==> src/rtl/edu_token_ctrl.sv <==
// Token-issue controller around the per-row token-setup stage: scans a latched ESM-head
// patch row by row and hands out one (row, col) token per valid/ready handshake.
module edu_token_ctrl #(
   parameter int NUM_UCROW = 4,
   parameter int NUM_UCCOL = 4,
   parameter int ROW_W     = $clog2(NUM_UCCOL) + 1,
   parameter int COL_W     = $clog2(NUM_UCROW) + 1
) (
   input  logic                             clk,
   input  logic                             rst,
   input  logic                             start,
   input  logic [NUM_UCCOL*NUM_UCROW*2-1:0] esmhead_in,
   output logic [NUM_UCROW*2-1:0]           esmhead_row,
   output logic [NUM_UCROW*2-1:0]           flag_out_row,
   input  logic                             token_exist_row_0,
   input  logic [COL_W-1:0]                 token_col_row_0,
   output logic                             token_valid,
   input  logic                             token_ready,
   output logic [ROW_W-1:0]                 token_row,
   output logic [COL_W-1:0]                 token_col,
   output logic                             busy,
   output logic                             done
);

   // state | meaning
   // IDLE  | waiting for start
   // SCAN  | one evaluation of the current row by the setup stage
   // ISSUE | token offered, waiting for token_ready
   // DONE  | one-cycle done pulse
   typedef enum logic [1:0] {IDLE, SCAN, ISSUE, DONE} state_t;

   localparam int RW     = 2 * NUM_UCROW;
   localparam int FIDX_W = $clog2(RW);
   localparam logic [ROW_W-1:0] LAST_ROW = ROW_W'(NUM_UCCOL - 1);

   state_t                             state;
   logic [NUM_UCCOL*NUM_UCROW*2-1:0]   esm_reg;
   logic [ROW_W-1:0]                   row_idx;
   logic [RW-1:0]                      flag_reg;

   always_ff @(posedge clk or posedge rst) begin
      if (rst) begin
         state       <= IDLE;
         esm_reg     <= '0;
         row_idx     <= '0;
         flag_reg    <= '0;
         token_row   <= '0;
         token_col   <= '0;
         token_valid <= 1'b0;
         done        <= 1'b0;
      end else begin
         done <= 1'b0;
         unique case (state)
            IDLE: begin
               if (start) begin
                  esm_reg  <= esmhead_in;
                  row_idx  <= '0;
                  flag_reg <= '0;
                  state    <= SCAN;
               end
            end
            SCAN: begin
               if (token_exist_row_0) begin
                  token_row   <= row_idx;
                  token_col   <= token_col_row_0;
                  token_valid <= 1'b1;
                  state       <= ISSUE;
               end else if (row_idx == LAST_ROW) begin
                  done  <= 1'b1;
                  state <= DONE;
               end else begin
                  row_idx  <= row_idx + ROW_W'(1);
                  flag_reg <= '0;
               end
            end
            ISSUE: begin
               // mark the accepted bit so the setup stage moves on to the next one
               if (token_ready) begin
                  flag_reg[token_col[FIDX_W-1:0]] <= 1'b1;
                  token_valid <= 1'b0;
                  state       <= SCAN;
               end
            end
            DONE: state <= IDLE;
            default: state <= IDLE;
         endcase
      end
   end

   always_comb begin
      esmhead_row = '0;
      if (state == SCAN || state == ISSUE) begin
         for (int r = 0; r < NUM_UCCOL; r++) begin
            if (row_idx == ROW_W'(r)) esmhead_row = esm_reg[r*RW +: RW];
         end
      end
   end

   assign flag_out_row = flag_reg;
   assign busy         = (state != IDLE);

endmodule

==> config.mk <==
export PLATFORM = sky130hd
export DESIGN_NAME = edu_token_ctrl
export DESIGN_NICKNAME = d
export VERILOG_FILES = /design/src/rtl/edu_token_ctrl.sv
export SDC_FILE = /design/constraint.sdc
export NUM_CORES = 1
export LEC_CHECK = 0
export ABC_AREA = 1
export BUFFER_PORTS_ARGS = -buffer_cell sky130_fd_sc_hd__buf_2
export CAP_MARGIN = 10
export CORE_AREA = 2 2 75 77
export CTS_CLUSTER_DIAMETER = 30
export DETAILED_ROUTE_END_ITERATION = 6
export DIE_AREA = 0 0 77 79
export GPL_TIMING_DRIVEN = 0
export PLACE_DENSITY = 0.75
export RECOVER_POWER = 100
export SKIP_CTS_REPAIR_TIMING = 1
export SLEW_MARGIN = 0
export SYNTH_ARGS = -nofsm -noshare
export SYNTH_HDL_FRONTEND = slang
export SYNTH_SLANG_ARGS = --single-unit
export TNS_END_PERCENT = 5
==> constraint.sdc <==
create_clock -name clk -period 1.7 [get_ports clk]
set_input_delay 0.17 -clock clk [delete_from_list [all_inputs] [get_ports clk]]
set_output_delay 0.17 -clock clk [all_outputs]
set_load 0.005 [all_outputs]
# Word-level counts from Yosys, hierarchy flattened
# Index checks and enable logic that the tools add are counted.
# word_totals
reg_bits	53
inputBits	40
out_inout_bits	25
# op_classes
n_addsub	1
order_cmp	2
n_eq_ne	12
n_mux	27
bitwise	1
reduce_logical	14
# ops
operator	n
8-bit 2-to-1 mux	9
8-bit case mux with 3 select lines	1
2-bit != test, second input constant	5
3-bit 2-to-1 mux	3
2-bit 2-to-1 mux	4
8-bit bitwise OR	1
2-bit case mux with 4 select lines	1
3-bit by 2-bit equality test with 1-bit output, second input constant	2
1-bit 2-to-1 mux	6
3-bit case mux with 2 select lines	1
3-bit AND reduction	2
2-bit nonzero test	3
5-bit AND reduction	1
2-bit equality test, second input constant	2
3-bit by 4-bit < comparator with 1-bit output, second input constant	1
2-bit AND reduction	2
4-bit AND reduction	1
3-bit by 1-bit adder with 3-bit output, second input constant	1
1-bit demux with 3-bit select	1
3-bit by 1-bit equality test with 1-bit output, second input constant	1
3-bit by 1-bit greater-or-equal comparator with 1-bit output, second input constant	1
3-bit logical NOT	1
3-bit by 2-bit != test with 1-bit output, second input constant	1
3-bit nonzero test	1
other kinds (5)	5

# Depth between registers and ports, before layout
# logic_depth
word_depth	7
depth_mapped	9
depth_no_buf	8

# Worst setup path before layout
# Ideal clock, no wire load.
# synth_path
path_kind	reg2out
from	register row_idx[2]
to	output port esmhead_row[0]
arrival_ns	1.398
slack_ns	0.132
stages_incl_launch_ff	8
n_path_buf	2
path_cell_list	dfrtp_1 > inv_2 > buf_6 > ha_1 > inv_2 > clkbuf_1 > o21ai_0 > a21oi_1
# synth_between
elab_chain_cells	6
word_cells_on_any_way	9
classes_between	3 x eq/ne; 5 x mux; 1 x reduce/logical
# synth_rtl
item	line	text
start: declaration	38	logic [ROW_W-1:0] row_idx;
start signal: assignment	72	row_idx <= row_idx + ROW_W'(1);
3-bit logical NOT	94	if (row_idx == ROW_W'(r)) esmhead_row = esm_reg[r*RW +: RW];
8-bit 2-to-1 mux (3 in a row)	94	
8-bit 2-to-1 mux (*)	94	
8-bit 2-to-1 mux (*)	92	if (state == SCAN || state == ISSUE) begin
end: declaration	13	output logic [NUM_UCROW*2-1:0] esmhead_row,
# Mark *: on every way between the ends. The rest lies on a longest branch, timed or not.

# Worst setup path in the final report
# layout_path
from	register row_idx[0]
to	output port esmhead_row[6]
# Same word-level chain as after synthesis.

==> metrics.txt <==
pre-CTS setup slack -0.242 ns; Peak Freq 509 MHz; Clk network pwr share 15.8%; Met2 Wirelength 3310 um; crit path capture type primary output; Slew HR 31.9%; hpwl dp 4350 um; Switching Share 40.3%; Setup Viol. Count Final 16; power per cell area 1800 nW/um^2; sw power 2.57 mW; mux contribution to synthesized area 9.99%; first-pass GRT wire length 9780 um; top cell family by delay on the critical path flip-flops; Die Span X 77 um; Max FO, Critical Path 8; Synthesized Nets 359; Pwr Total 6.38 mW; Max Buffers Root-to-Sink 2; Comb pwr share 50.3%; clk_lat worst skew 0.31 ns; status finished, violations left; vias in the first global route 2076; Yosys warnings 0; # fillers 457; setup slack after layout -0.265 ns; First-pass DRT Iterations 4; crit path max-delay cell type dfrtp_2; clock-pin slew on the worst setup and hold paths 0.10 ns; routability cong. 0.840; Post-layout nets 444; CTS tree done; site row count 27; layout cells sized above 1 37.0%; max reg flops 32; Critical Path AT 1.80 ns; CTS Root Cell clkbuf_8; EDFF count, synth 0; largest area contributor in the netlist dfrtp_1; register area share after synthesis 49.0%; Final Hold Viols 0; wire per inst 14.0 um; RSZ-0062 raised after global routing true; Post-Route Setup TNS -1.72 ns; metal1 wirelength 2780 um; number of CTS-inserted buffers 5; Simple-Gate Fraction of Synth Area 20.6%; drt via density 5.04; Pint 3.81 mW; Buf/Inv on CP 4; minimum clock period 1.97 ns; clk_skew 0.00960 ns; most frequent cell after synthesis nand2_1; Synth Flop Type dfrtp_1; ys async rst share 100%; core footprint 5340 sq um; Tot GR Track Use 20.4%; mean post-synth cell area 8.76 sq um; largest family of logic cells by synthesized area simple AND/OR/NAND/NOR gates; Post-Synth XOR/XNOR Area 0%; Layout area overhead 31.0%; Synth Area in Adders 4.62%; Vias 2352; top sig layer met4; IO Port Bufs 64; Synth Area in Compound Gates 8.14%; unique cell type count in the Yosys netlist 21; Max IR drop VDD 0.957 mV; DRC Markers 0; sequential share of power 34.0%; initial DRC count 50; HP Class input port to flop; worst hold slack 0.0468 ns; die area 6080 sq um; leak pwr 1.79 nW; GRT overflow 0; Util after Layout 66.4%; share of the synthesized area in the top cell type 49.0%; critical path, cell by cell inv_2 -> ha_4 -> buf_6 -> inv_2 -> nor2_2 -> nand2_1 -> nand2_1 -> nand2_2 -> a21oi_2 -> buf_2; largest net degree at the start of global routing 28; crit start category flop; Syn Std Cell Area 2710 sq um; CP max stage delay 0.48 ns; most frequent cells after synthesis nand2_1 (72), dfrtp_1 (53), inv_1 (40); Pins Over Slew Limit 0; FF+latch count, synth 53; initial antenna violation count 0; required time of the worst setup path 1.53 ns; ant diodes 0; IO Pins 65; Crit Path Class flop to primary output; DRT antenna net count 0; die height 79 um; violated checks setup timing; main area contributors after synthesis dfrtp_1 (49%), nand2_1 (10%), mux2_2 (8.7%); clk sinks 53; max cap viols 0; H-tree levels 2; Routed Wire Length 6520 um; Initial Util 50.7%; met3 routed WL 315 um; Synth Instances 309; crit share post-route 116%; Worst-Margin Slew 1.02 ns
-- logic make-up after synthesis --
group / Yosys count
multiplexers: 24
buffers and inverters: 51
AND/OR/NAND/NOR: 127
adder cells (fa/ha/maj): 10
AO/OA/AOI/OAI: 44
flip-flops: 53
-- placed cells by master, fill, tap and decap left out --
master / count
a21oi_2: 7
buf_12: 1
clkinv_4: 1
nor2_4: 2
nand2_2: 4
o21ai_1: 6
nor2_1: 14
clkinv_2: 1
ha_1: 4
nand2_1: 70
dlygate4sd3_1: 1
ha_2: 2
inv_1: 36
mux2_1: 3
nor3_4: 1
a21oi_1: 17
nand3_2: 5
bufinv_16: 2
nor2_2: 1
clkbuf_4: 2
buf_2: 61
dfrtp_1: 50
nand3b_1: 1
nand4_1: 1
mux2_2: 21
clkbuf_8: 5
nand2_8: 1
ha_4: 4
o21ai_0: 14
clkbuf_1: 5
inv_2: 5
buf_4: 11
buf_6: 3
buf_8: 2
nand3_1: 27
inv_8: 1
dfrtp_2: 3
-- power groups by stage --
stage / Sequential (mW) / Clock (mW) / Combinational [mW]
CTS: 2.13 / 1.03 / 2.67
detailed placement: 2.15 / 0 / 2.65
finish: 2.17 / 1.01 / 3.21
global placement: 2.13 / 0 / 2.58
global route: 2.23 / 1.08 / 3.58
floorplan: 2.07 / 0 / 1.84
-- cell type report --
class / instances / area [sq um] / area share (%)
clock inverter: 3 / 65.1 / 1.84
tap: 72 / 90.1 / 2.54
buffer: 8 / 76.3 / 2.15
multi-input combinational: 205 / 1300 / 36.7
sequential: 53 / 1330 / 37.5
timing repair buffer: 78 / 439 / 12.4
clock buffer: 5 / 68.8 / 1.94
inverter: 43 / 174 / 4.91
-- per-stage QoR --
stage               area [sq um]  std cells
finish                      3540        467
global route                3540        467
CTS                         3270        454
detailed placement          3140        446
global placement            3120        445
floorplan                   2710        309
-- metal layers --
layer | vias up | track usage, %
met5 | - | 0
met4 | 0 | 6.07
met3 | 9 | 3.86
met2 | 67 | 34.3
met1 | 1112 | 27.1
li1 | 1164 | -
-- worst register-to-register path: stages (launching register included) --
cell and delay (ns):
dfrtp_1 0.43, inv_1 0.10, ha_1 0.25, nand2_1 0.30
nand2_2 0.14, nor2_1 0.13, nand2_2 0.14, nand2_1 0.10
nand2_1 0.05
-- final timing paths --
kind                                   end  slack, ns  cells past startpoint         startpoint
setup / recovery            esmhead_row[6]      -0.27                     10         row_idx[0]
hold / removal                        done       0.05                      2  token_exist_row_0
setup reg to reg           flag_out_row[2]      -0.03                      8           state[1]
hold reg to reg               token_row[0]       0.49                      2       token_row[0]
max in group asynchronous  flag_out_row[5]       0.28                      4                rst
min in group asynchronous       esm_reg[0]       0.63                      3                rst
(Power assumes the default switching activity.)
